`src/rtl/d_output_arbiter.sv`:
```
// Round-robin drain of the two destination FIFOs into one valid/ready output stream.
// A 2-entry buffer absorbs the FIFO read latency; per-source counters track delivered words.
module d_output_arbiter #(
    parameter int DATA_WIDTH  = 6,
    parameter int COUNT_WIDTH = 5
) (
    input  logic                   clk,
    input  logic                   reset,
    input  logic                   active_in,
    input  logic                   empty_D0,
    input  logic                   empty_D1,
    input  logic [DATA_WIDTH-1:0]  data_D0,
    input  logic [DATA_WIDTH-1:0]  data_D1,
    output logic                   D0_pop,
    output logic                   D1_pop,
    input  logic                   ready_in,
    output logic                   valid_out,
    output logic [DATA_WIDTH-1:0]  data_out,
    output logic                   dest_out,
    output logic [COUNT_WIDTH-1:0] count_D0,
    output logic [COUNT_WIDTH-1:0] count_D1,
    output logic                   busy
);

    logic [DATA_WIDTH-1:0] head_data, tail_data;
    logic                  head_dest, tail_dest;
    logic [1:0]            occ;
    logic                  inflight;
    logic                  inflight_src;
    logic                  last_grant;
    logic                  xfer;
    logic [2:0]            space;
    logic                  can_pop;
    logic [DATA_WIDTH-1:0] cap_data;

    assign valid_out = (occ != 2'd0);
    assign xfer      = valid_out & ready_in;
    assign data_out  = head_data;
    assign dest_out  = head_dest;
    assign busy      = valid_out | inflight;
    assign cap_data  = inflight_src ? data_D1 : data_D0;

    // occ + inflight never exceeds 2, so this cannot wrap below zero
    assign space   = 3'd2 + {2'b00, xfer} - {1'b0, occ} - {2'b00, inflight};
    assign can_pop = ~reset & active_in & (space != 3'd0);

    // last_grant = 1 means D1 was served last, so D0 wins a tie
    always_comb begin
        D0_pop = 1'b0;
        D1_pop = 1'b0;
        if (can_pop) begin
            if (!empty_D0 && (empty_D1 || last_grant)) begin
                D0_pop = 1'b1;
            end else if (!empty_D1) begin
                D1_pop = 1'b1;
            end
        end
    end

    always_ff @(posedge clk) begin
        if (reset) begin
            head_data    <= '0;
            tail_data    <= '0;
            head_dest    <= 1'b0;
            tail_dest    <= 1'b0;
            occ          <= 2'd0;
            inflight     <= 1'b0;
            inflight_src <= 1'b0;
            last_grant   <= 1'b1;
            count_D0     <= '0;
            count_D1     <= '0;
        end else begin
            inflight <= D0_pop | D1_pop;
            if (D0_pop || D1_pop) begin
                inflight_src <= D1_pop;
                last_grant   <= D1_pop;
            end

            case (occ)
                2'd0: begin
                    if (inflight) begin
                        head_data <= cap_data;
                        head_dest <= inflight_src;
                        occ       <= 2'd1;
                    end
                end
                2'd1: begin
                    if (xfer && inflight) begin
                        head_data <= cap_data;
                        head_dest <= inflight_src;
                    end else if (xfer) begin
                        occ <= 2'd0;
                    end else if (inflight) begin
                        tail_data <= cap_data;
                        tail_dest <= inflight_src;
                        occ       <= 2'd2;
                    end
                end
                default: begin
                    if (xfer) begin
                        head_data <= tail_data;
                        head_dest <= tail_dest;
                        if (inflight) begin
                            tail_data <= cap_data;
                            tail_dest <= inflight_src;
                        end else begin
                            occ <= 2'd1;
                        end
                    end
                end
            endcase

            if (xfer) begin
                if (head_dest) begin
                    if (count_D1 != '1) count_D1 <= count_D1 + COUNT_WIDTH'(1);
                end else begin
                    if (count_D0 != '1) count_D0 <= count_D0 + COUNT_WIDTH'(1);
                end
            end
        end
    end

endmodule

```
`config.mk`:
```
export PLATFORM = sky130hd
export DESIGN_NAME = d_output_arbiter
export DESIGN_NICKNAME = d
export VERILOG_FILES = /design/src/rtl/d_output_arbiter.sv
export SDC_FILE = /design/constraint.sdc
export NUM_CORES = 1
export LEC_CHECK = 0
export ABC_AREA = 1
export CORE_MARGIN = 3
export CORE_UTILIZATION = 48
export DETAILED_ROUTE_END_ITERATION = 6
export HOLD_SLACK_MARGIN = 0.12
export PLACE_DENSITY = 0.79
export SETUP_SLACK_MARGIN = 0.05
export SYNTH_ARGS = -nofsm -noshare
export SYNTH_HDL_FRONTEND = slang
export SYNTH_SLANG_ARGS = --single-unit
```
`constraint.sdc`:
```
create_clock -name clk -period 2.3 [get_ports clk]
set_input_delay 0.23 -clock clk [delete_from_list [all_inputs] [get_ports clk]]
set_output_delay 0.23 -clock clk [all_outputs]
set_load 0.05 [all_outputs]
```
# Word-level counts from Yosys, hierarchy flattened

Index checks and enable logic that the tools add are counted.

Output and inout port bits: 21
Bits in registers: 29
Word-level logic and storage cells: 78

Equal/unequal tests: 9
Add/subtract/negate cells: 5
Mux-type cells: 31
Reductions and logical operators: 15
Bitwise logic cells: 8

Operator list:

| kind                                                  | number |
|---|---|
| two-way mux 6 bit                                     | 8 |
| one-hot mux 6 bit (2 select lines)                    | 2 |
| two-way mux 1 bit                                     | 12 |
| two-way mux 2 bit                                     | 6 |
| adder 5 x 1 -> 5 bit, second input constant           | 2 |
| inequality test 5 bit, second input constant          | 2 |
| AND reduction 3 bit                                   | 3 |
| inequality test 2 bit, second input constant          | 4 |
| nonzero test 3 bit                                    | 2 |
| AND reduction 5 bit                                   | 1 |
| one-hot mux 1 bit (2 select lines)                    | 2 |
| one-hot mux 2 bit (2 select lines)                    | 1 |
| AND reduction 4 bit                                   | 1 |
| nonzero test 2 bit                                    | 2 |
| adder 2 x 1 -> 3 bit, first input constant            | 1 |
| AND 1 bit                                             | 3 |
| inequality test 3 x 1 -> 1 bit, second input constant | 1 |
| inequality test 3 bit, second input constant          | 1 |
| NOT 1 bit                                             | 3 |
| subtractor 3 x 1 -> 3 bit                             | 1 |
| subtractor 3 x 2 -> 3 bit                             | 1 |
| == test 2 x 1 -> 1 bit, second input constant         | 1 |
| logical AND 1 bit                                     | 2 |
| logical NOT 2 bit                                     | 1 |
| 3 further kinds                                       | 5 |

# Depth between registers and ports, before layout

Gate-level depths: netlist of the first run.

Depth in word-level cells: 9
Mapped depth: 11

# Worst setup path after synthesis of the first run

No wires, ideal clock.

Path type: register to output
Start point: reg occ[1]
End point: out D1_pop
Data arrival time: 2.102 ns
Stages on the path, launching flop included: 10
Path buffers: 1
Data required time: 2.070 ns
Setup slack: -0.032 ns
Path through: dfxtp_1 buf_4 inv_1 nand2_2 nand2_2 fa_1 ha_1 nand3_1 nand3_1 inv_1

Longest elaborated chain between the ends: 8

Ends and longest elaborated chain:

| what                      | line | text |
|---|---|---|
| start, declared           | 27   | `logic [1:0] occ;` |
| start signal, assigned    | 66   | `occ <= 2'd0;` |
| start signal, assigned    | 84   | `occ <= 2'd1;` |
| start signal, assigned    | 92   | `occ <= 2'd0;` |
| nonzero test 2 bit        | 36   | `assign valid_out = (occ != 2'd0);` |
| named net valid_out       | 17   | `output logic valid_out,` |
| AND 1 bit                 | 37   | `assign xfer = valid_out & ready_in;` |
| adder 2 x 1 -> 3 bit      | 44   | `assign space = 3'd2 + {2'b00, xfer} - {1'b0, occ} - {2'b00, inflight};` |
| subtractor 3 x 2 -> 3 bit | 44   |  |
| subtractor 3 x 1 -> 3 bit | 44   |  |
| nonzero test 3 bit        | 45   | `assign can_pop = ~reset & active_in & (space != 3'd0);` |
| AND 1 bit                 | 45   |  |
| two-way mux 1 bit         | 51   | `if (can_pop) begin` |
| end, declared             | 15   | `output logic D1_pop,` |

The timed path passes the listed nets, and every way through them passes these cells.

# Final worst setup path of the first run

Start point: reg occ[0]
End point: out D1_pop

Longest elaborated chain between the ends: 8

Ends and longest elaborated chain:

| what                          | line |
|---|---|
| nonzero test 2 bit            | 36 |
| AND 1 bit                     | 37 |
| adder 2 x 1 -> 3 bit          | 44 |
| subtractor 3 x 2 -> 3 bit (*) | 44 |
| subtractor 3 x 1 -> 3 bit (*) | 44 |
| nonzero test 3 bit (*)        | 45 |
| AND 1 bit (*)                 | 45 |
| two-way mux 1 bit (*)         | 51 |

Every way passes the cells marked *; elsewhere a longest branch is shown, timed or not.

==> flow_summary.toml, run 1 <==
[pwr]
ir_drop_mv = 0.3604
power_density_nw_per_um2 = 648.0
power.leakage_nw = 0.9037
fin_total_pwr_w = 0.001411

[yosys]
syn_area_sq_um = 1520
ys_warn_count = 0
synth_xor_area_frac = 0.01152
synth_common_cells = "66 x nand2_1, 33 x nor2_1, 29 x dfxtp_1, 22 x a21oi_1, 21 x nand3_1"
synth_area_leader_cell = "dfxtp_1"
ys_top_cells_by_area = "dfxtp_1 38%, nand2_1 16%, nor2_1 8.1%"
synth.distinct_cells = 20
synth_seq_cells = 29
synth_most_common_cell = "nand2_1"
synth_top_area_share = 0.3819
synth_compound_area_frac = 0.1144
synthCells = 229
synth-seq-area-share = 0.3819
avgSynthCellArea_sq_um = 6.638
synth_top_family_by_area = "simple AND/OR/NAND/NOR gates"
async_flop_share = 0
synth_edf_count = 0
synthAdderAreaFrac = 0.06255
synthMuxAreaShare = 0
mappedNetlistNets = 254
synth-main-ff-cell = "dfxtp_1"
yosys.area_share.simple = 0.3621

[global_routing]
grt_max_degree = 20
grtUsageTotal = 0.2084
antenna_found_initial = 0
overflow = 0
grt_pass1_vias = 1507
grt_pass1_wl_microns = 6589

[timing]
period_needed_ns = 2.222
fmax_mhz = 450.0
slew_viol_final = 0
slew_headroom = 0.6536
fin_crit_sh = 0.9662
worst_pin_slew_ns = 0.5180
clock-skew-final_ns = 0.007884
finalSetupViolCount = 0
final-hold-violation-count = 0

[cts]
cts_hold_buffers = 0
cts_inserted_buffers = 5
clk_latency_ns = 0.33
cts_tree = "done"
cts_max_level = 2
clk_pin_slew_ns = 0.09
root_buffer = "clkbuf_4"
cts.sinks = 29
clock_path_buffers = 2

[routing]
drc = 0
firstDrtPassIters = 4
antenna_left = 0
vias = 1610
wirelength_microns = 3884
drtIter0Drc = 104
wl_per_cell_microns = 11.99
viasPerCell = 4.969

[layout]
nNetsFinal = 307
drive_above_1_share = 0.1631
fin_util = 0.7573
fillCellCount = 238
area_growth_pct = 43.29
insertedDiodeCount = 0

[place]
portBuffers = 38
post-dp-hpwl_microns = 2673
gp_congestion = 0.8698

[worst_setup_path]
reg2reg_slack_ns = 0.32
worstReg2RegStart = "occ[0]"
crit_end = "D1_pop"
reg2reg_to = "last_grant"
ff2ff_path_depth = 12
cp.required_ns = 2.07
crit_start = "occ[0]"
start_kind = "flop"
path_max_fanout = 2
arrival_ns = 1.99
end_kind = "output pin"
path_class = "flop to output pin"

[min_path]
hold_class = "flop to flop"

[floorplan]
start_util = 0.5285
num_io_pins = 39
core-area_sq_um = 2877
num_rows = 19
die_area_sq_um = 3878
die_w_microns = 62.28
fp.dieH_microns = 62.28

[run_status]
status = "completed"

[flow_run]
drv_cap = 0
-- power by group --
group | internal (W) | switching [W] | total [W] | leakage [nW]
registers | 0.000538 | 0.0000292 | 0.000568 | 0.236
clock network | 0.000144 | 0.000168 | 0.000312 | 0.0314
logic | 0.000200 | 0.000332 | 0.000532 | 0.636
-- cell usage in the layout (no fill, tap or decap), types with 3 or more instances in the layout --
cell type and count:
inv_1 14, clkdlybuf4s50_1 35, inv_2 4, nand3_1 18, clkbuf_4 5, dfxtp_1 27
nand3_4 3, buf_4 15, nor2_2 3, nand2_1 66, o21ai_0 10, a21oi_1 22
nor2_1 33, ha_1 5, nand2_2 3
-- flip-flops by register name, summed over array words and instances (netlist names) --
name,flops
tail_dest,1
count_D1,5
dest_out,1
inflight_src,1
inflight,1
data_out,6
count_D0,5
last_grant,1
tail_data,6
occ,2
-- stage by stage --
step	hold WS [ns]	area (sq um)	TNS (ns)	instances	worst slack, ns
3_5_place_dp	0.4593	2008	0	310	0.04650
3_3_place_gp	0.4520	2008	0	310	0.1324
5_1_grt	0.4939	2178	-0.002082	324	-0.002082
6_report	0.4685	2178	0	324	0.07770
4_1_cts	0.4721	2116	0	321	0.09525
2_1_floorplan	0.4404	1533	0	229	0.07727
-- how the worst min path moves through the flow --
stage,start,end,cells after the start
after floorplan,tail_data[5],tail_data[5],2
after global placement,tail_data[4],tail_data[4],2
after detailed placement,tail_data[2],tail_data[2],2
after CTS,tail_data[2],tail_data[2],2
after global routing,tail_data[1],tail_data[1],2
final,tail_data[2],tail_data[2],2
-- logic make-up after synthesis --
kind of cell | after synthesis
flops | 29
compound gates | 34
simple gates | 131
fa+ha+maj | 7
xor+xnor | 2
buf+inv | 26
-- what timing repair did --
item | CTS | global route
pin swaps | 4 | 3
resized for setup | 7 | 6
buffers inserted | 4 | 3
endpoints found under the setup margin | 2 | 2
-- area by class of cell --
cell class              instances  area (sq um)  area share
multi-input cells             174         899.6      0.4130
flip-flops and latches         29         585.6      0.2688
repair buffers                 52         503.0      0.2309
inverters                      20         82.58     0.03791
clock buffers                   7         55.05     0.02527
well taps                      42         52.55     0.02412
-- worst max-delay path: stages, from the launching register on --
cell	delay (ns)
dfxtp_4	0.35
inv_2	0.05
nand2_4	0.07
nand2_4	0.05
fa_2	0.40
ha_4	0.29
nand3_4	0.09
nand3_4	0.10
clkinvlp_4	0.11
buf_12	0.15
-- routing by layer --
metal,track usage,share of wire,vias to the layer above
li1,-,-,838
met1,0.2500,0.46,725
met2,0.3387,0.47,39
met3,0.07207,0.048,8
met4,0.08815,0.018,0
met5,0,0,-
No activity file was read; power rests on OpenSTA's default activity.
==> run 2, diff against run 1 <==
Settings changed: MAX_ROUTING_LAYER set to met4, SKIP_LAST_GASP set to 1, TNS_END_PERCENT set to 30.
==> flow_summary.toml, run 2 (synthesis gave the netlist of run 1 again) <==
[cts]
clk_latency_ns = 0.33
cts_max_level = 2
clock_path_buffers = 2
clk_pin_slew_ns = 0.09
cts.sinks = 29
cts_hold_buffers = 0
cts_tree = "done"
cts_inserted_buffers = 5
root_buffer = "clkbuf_4"

[timing]
finalSetupViolCount = 0
fin_crit_sh = 0.9636
clock-skew-final_ns = 0.006788
period_needed_ns = 2.216
rsz0062_at_grt = "false"
fmax_mhz = 451.2
final-hold-violation-count = 0
slew_headroom = 0.6536
tns_ns = 0
worst_pin_slew_ns = 0.5179
slew_viol_final = 0

[pwr]
p_comb_frac = 0.376
ir_drop_mv = 0.3602
power_density_nw_per_um2 = 649.0
power.leakage_nw = 0.8995
power_frac_seq = 0.403
fin_total_pwr_w = 0.001409
pwr-share-clk = 0.221
switching_share = 0.3747
internal-power_w = 0.0008810
p_switching_w = 0.0005279

[layout]
insertedDiodeCount = 0
regArea_sq_um = 585.6
fillCellCount = 237
nNetsFinal = 306
final_common_cell = "nand2_1"
area_growth_pct = 42.80
drive_above_1_share = 0.1601
layout_common_cells = "66 x nand2_1, 35 x clkdlybuf4s50_1, 33 x nor2_1"
multi_input_area_sq_um = 899.6

[routing]
wirelength_microns = 3818
drc = 0
viasPerCell = 4.978
antenna_left = 0
drtIter0Drc = 103
wl_per_cell_microns = 11.82
firstDrtPassIters = 4
vias = 1608

[worst_setup_path]
worstReg2RegStart = "occ[0]"
end_kind = "output pin"
crit_end = "D1_pop"
start_kind = "flop"
cp.required_ns = 2.07
reg2reg_slack_ns = 0.33
ff2ff_path_depth = 12
crit_start = "occ[0]"
path_class = "flop to output pin"
arrival_ns = 1.99
reg2reg_to = "last_grant"
path_max_fanout = 2

[global_routing]
grtUsageTotal = 0.2123
overflow = 0
grt_pass1_vias = 1500
antenna_found_initial = 0
grt_max_degree = 20
grt_pass1_wl_microns = 6582

[place]
portBuffers = 38
gp_congestion = 0.8840
post-dp-hpwl_microns = 2673

[floorplan]
die_w_microns = 62.28
start_util = 0.5285
fp.dieH_microns = 62.28
num_io_pins = 39
core-area_sq_um = 2877
num_rows = 19
die_area_sq_um = 3878

[run_status]
status = "completed"

[flow_run]
drv_cap = 0

[min_path]
hold_class = "flop to flop"
-- run 2: changes by cell type in the layout (fill, tap and decap cells not counted), sizes merged --
cell	before	now
buf	17	16
-- run 2: final cells by class --
class | instances | area share
multi-input combinational | 174 | 0.4144
clock buffer | 7 | 0.02536
tap | 42 | 0.02421
timing repair buffer | 51 | 0.2282
sequential | 29 | 0.2697
inverter | 20 | 0.03804
-- run 2: critical path: stages (launching register included) --
cell and delay (ns):
dfxtp_4 0.35, inv_2 0.05, nand2_4 0.07, nand2_4 0.05, fa_2 0.40, ha_4 0.29
nand3_4 0.09, nand3_4 0.10, clkinvlp_4 0.11, buf_12 0.15
-- run 2: per-layer routing --
metal / share of wire / global-route usage / wire (microns)
met5: 0 / - / 0
met4: 0.018 / 0.08815 / 67
met3: 0.045 / 0.06486 / 171
met2: 0.47 / 0.3387 / 1780
met1: 0.47 / 0.2489 / 1799
-- run 2: how the worst min path moves through the flow --
stage                 start  depth (start not counted)      endpoint  slack (ns)
6_report       tail_data[2]                          2  tail_data[2]        0.47
5_1_grt        tail_data[1]                          2  tail_data[1]        0.49
4_1_cts        tail_data[2]                          2  tail_data[2]        0.47
3_5_place_dp   tail_data[2]                          2  tail_data[2]        0.46
3_3_place_gp   tail_data[4]                          2  tail_data[4]        0.45
2_1_floorplan  tail_data[5]                          2  tail_data[5]        0.44
-- run 2: power groups by stage --
stage	clock, W	sequential [W]	combinational, W
finish	0.000312	0.000567	0.000530
detailed placement	0	0.000580	0.000465
global route	0.000342	0.000571	0.000573
floorplan	0	0.000657	0.000225
CTS	0.000323	0.000567	0.000495
global placement	0	0.000580	0.000457
-- run 2: repair_timing --
action	CTS	global route
endpoints found under the setup margin	2	2
setup buffers	4	2
hold endpoints to repair	0	0
resized for setup	7	6
pin swaps	4	3
-- run 2: stage by stage --
step                utilization  std cells  worst slack, ns  hold WS (ns)  instance area [sq um]
floorplan                     -        229          0.07727        0.4404                   1533
global placement         0.6981        310           0.1324        0.4520                   2008
detailed placement       0.6981        310          0.04650        0.4593                   2008
CTS                      0.7355        321          0.09525        0.4721                   2116
global route             0.7547        323         0.001354        0.4939                   2171
finish                   0.7547        323          0.08378        0.4681                   2171
==> run 3, diff against run 2 <==
Settings changed: SLEW_MARGIN set to 25.
==> results of run 3 <==
Same layout as run 2: the final DEF is identical, and so are final timing and power.
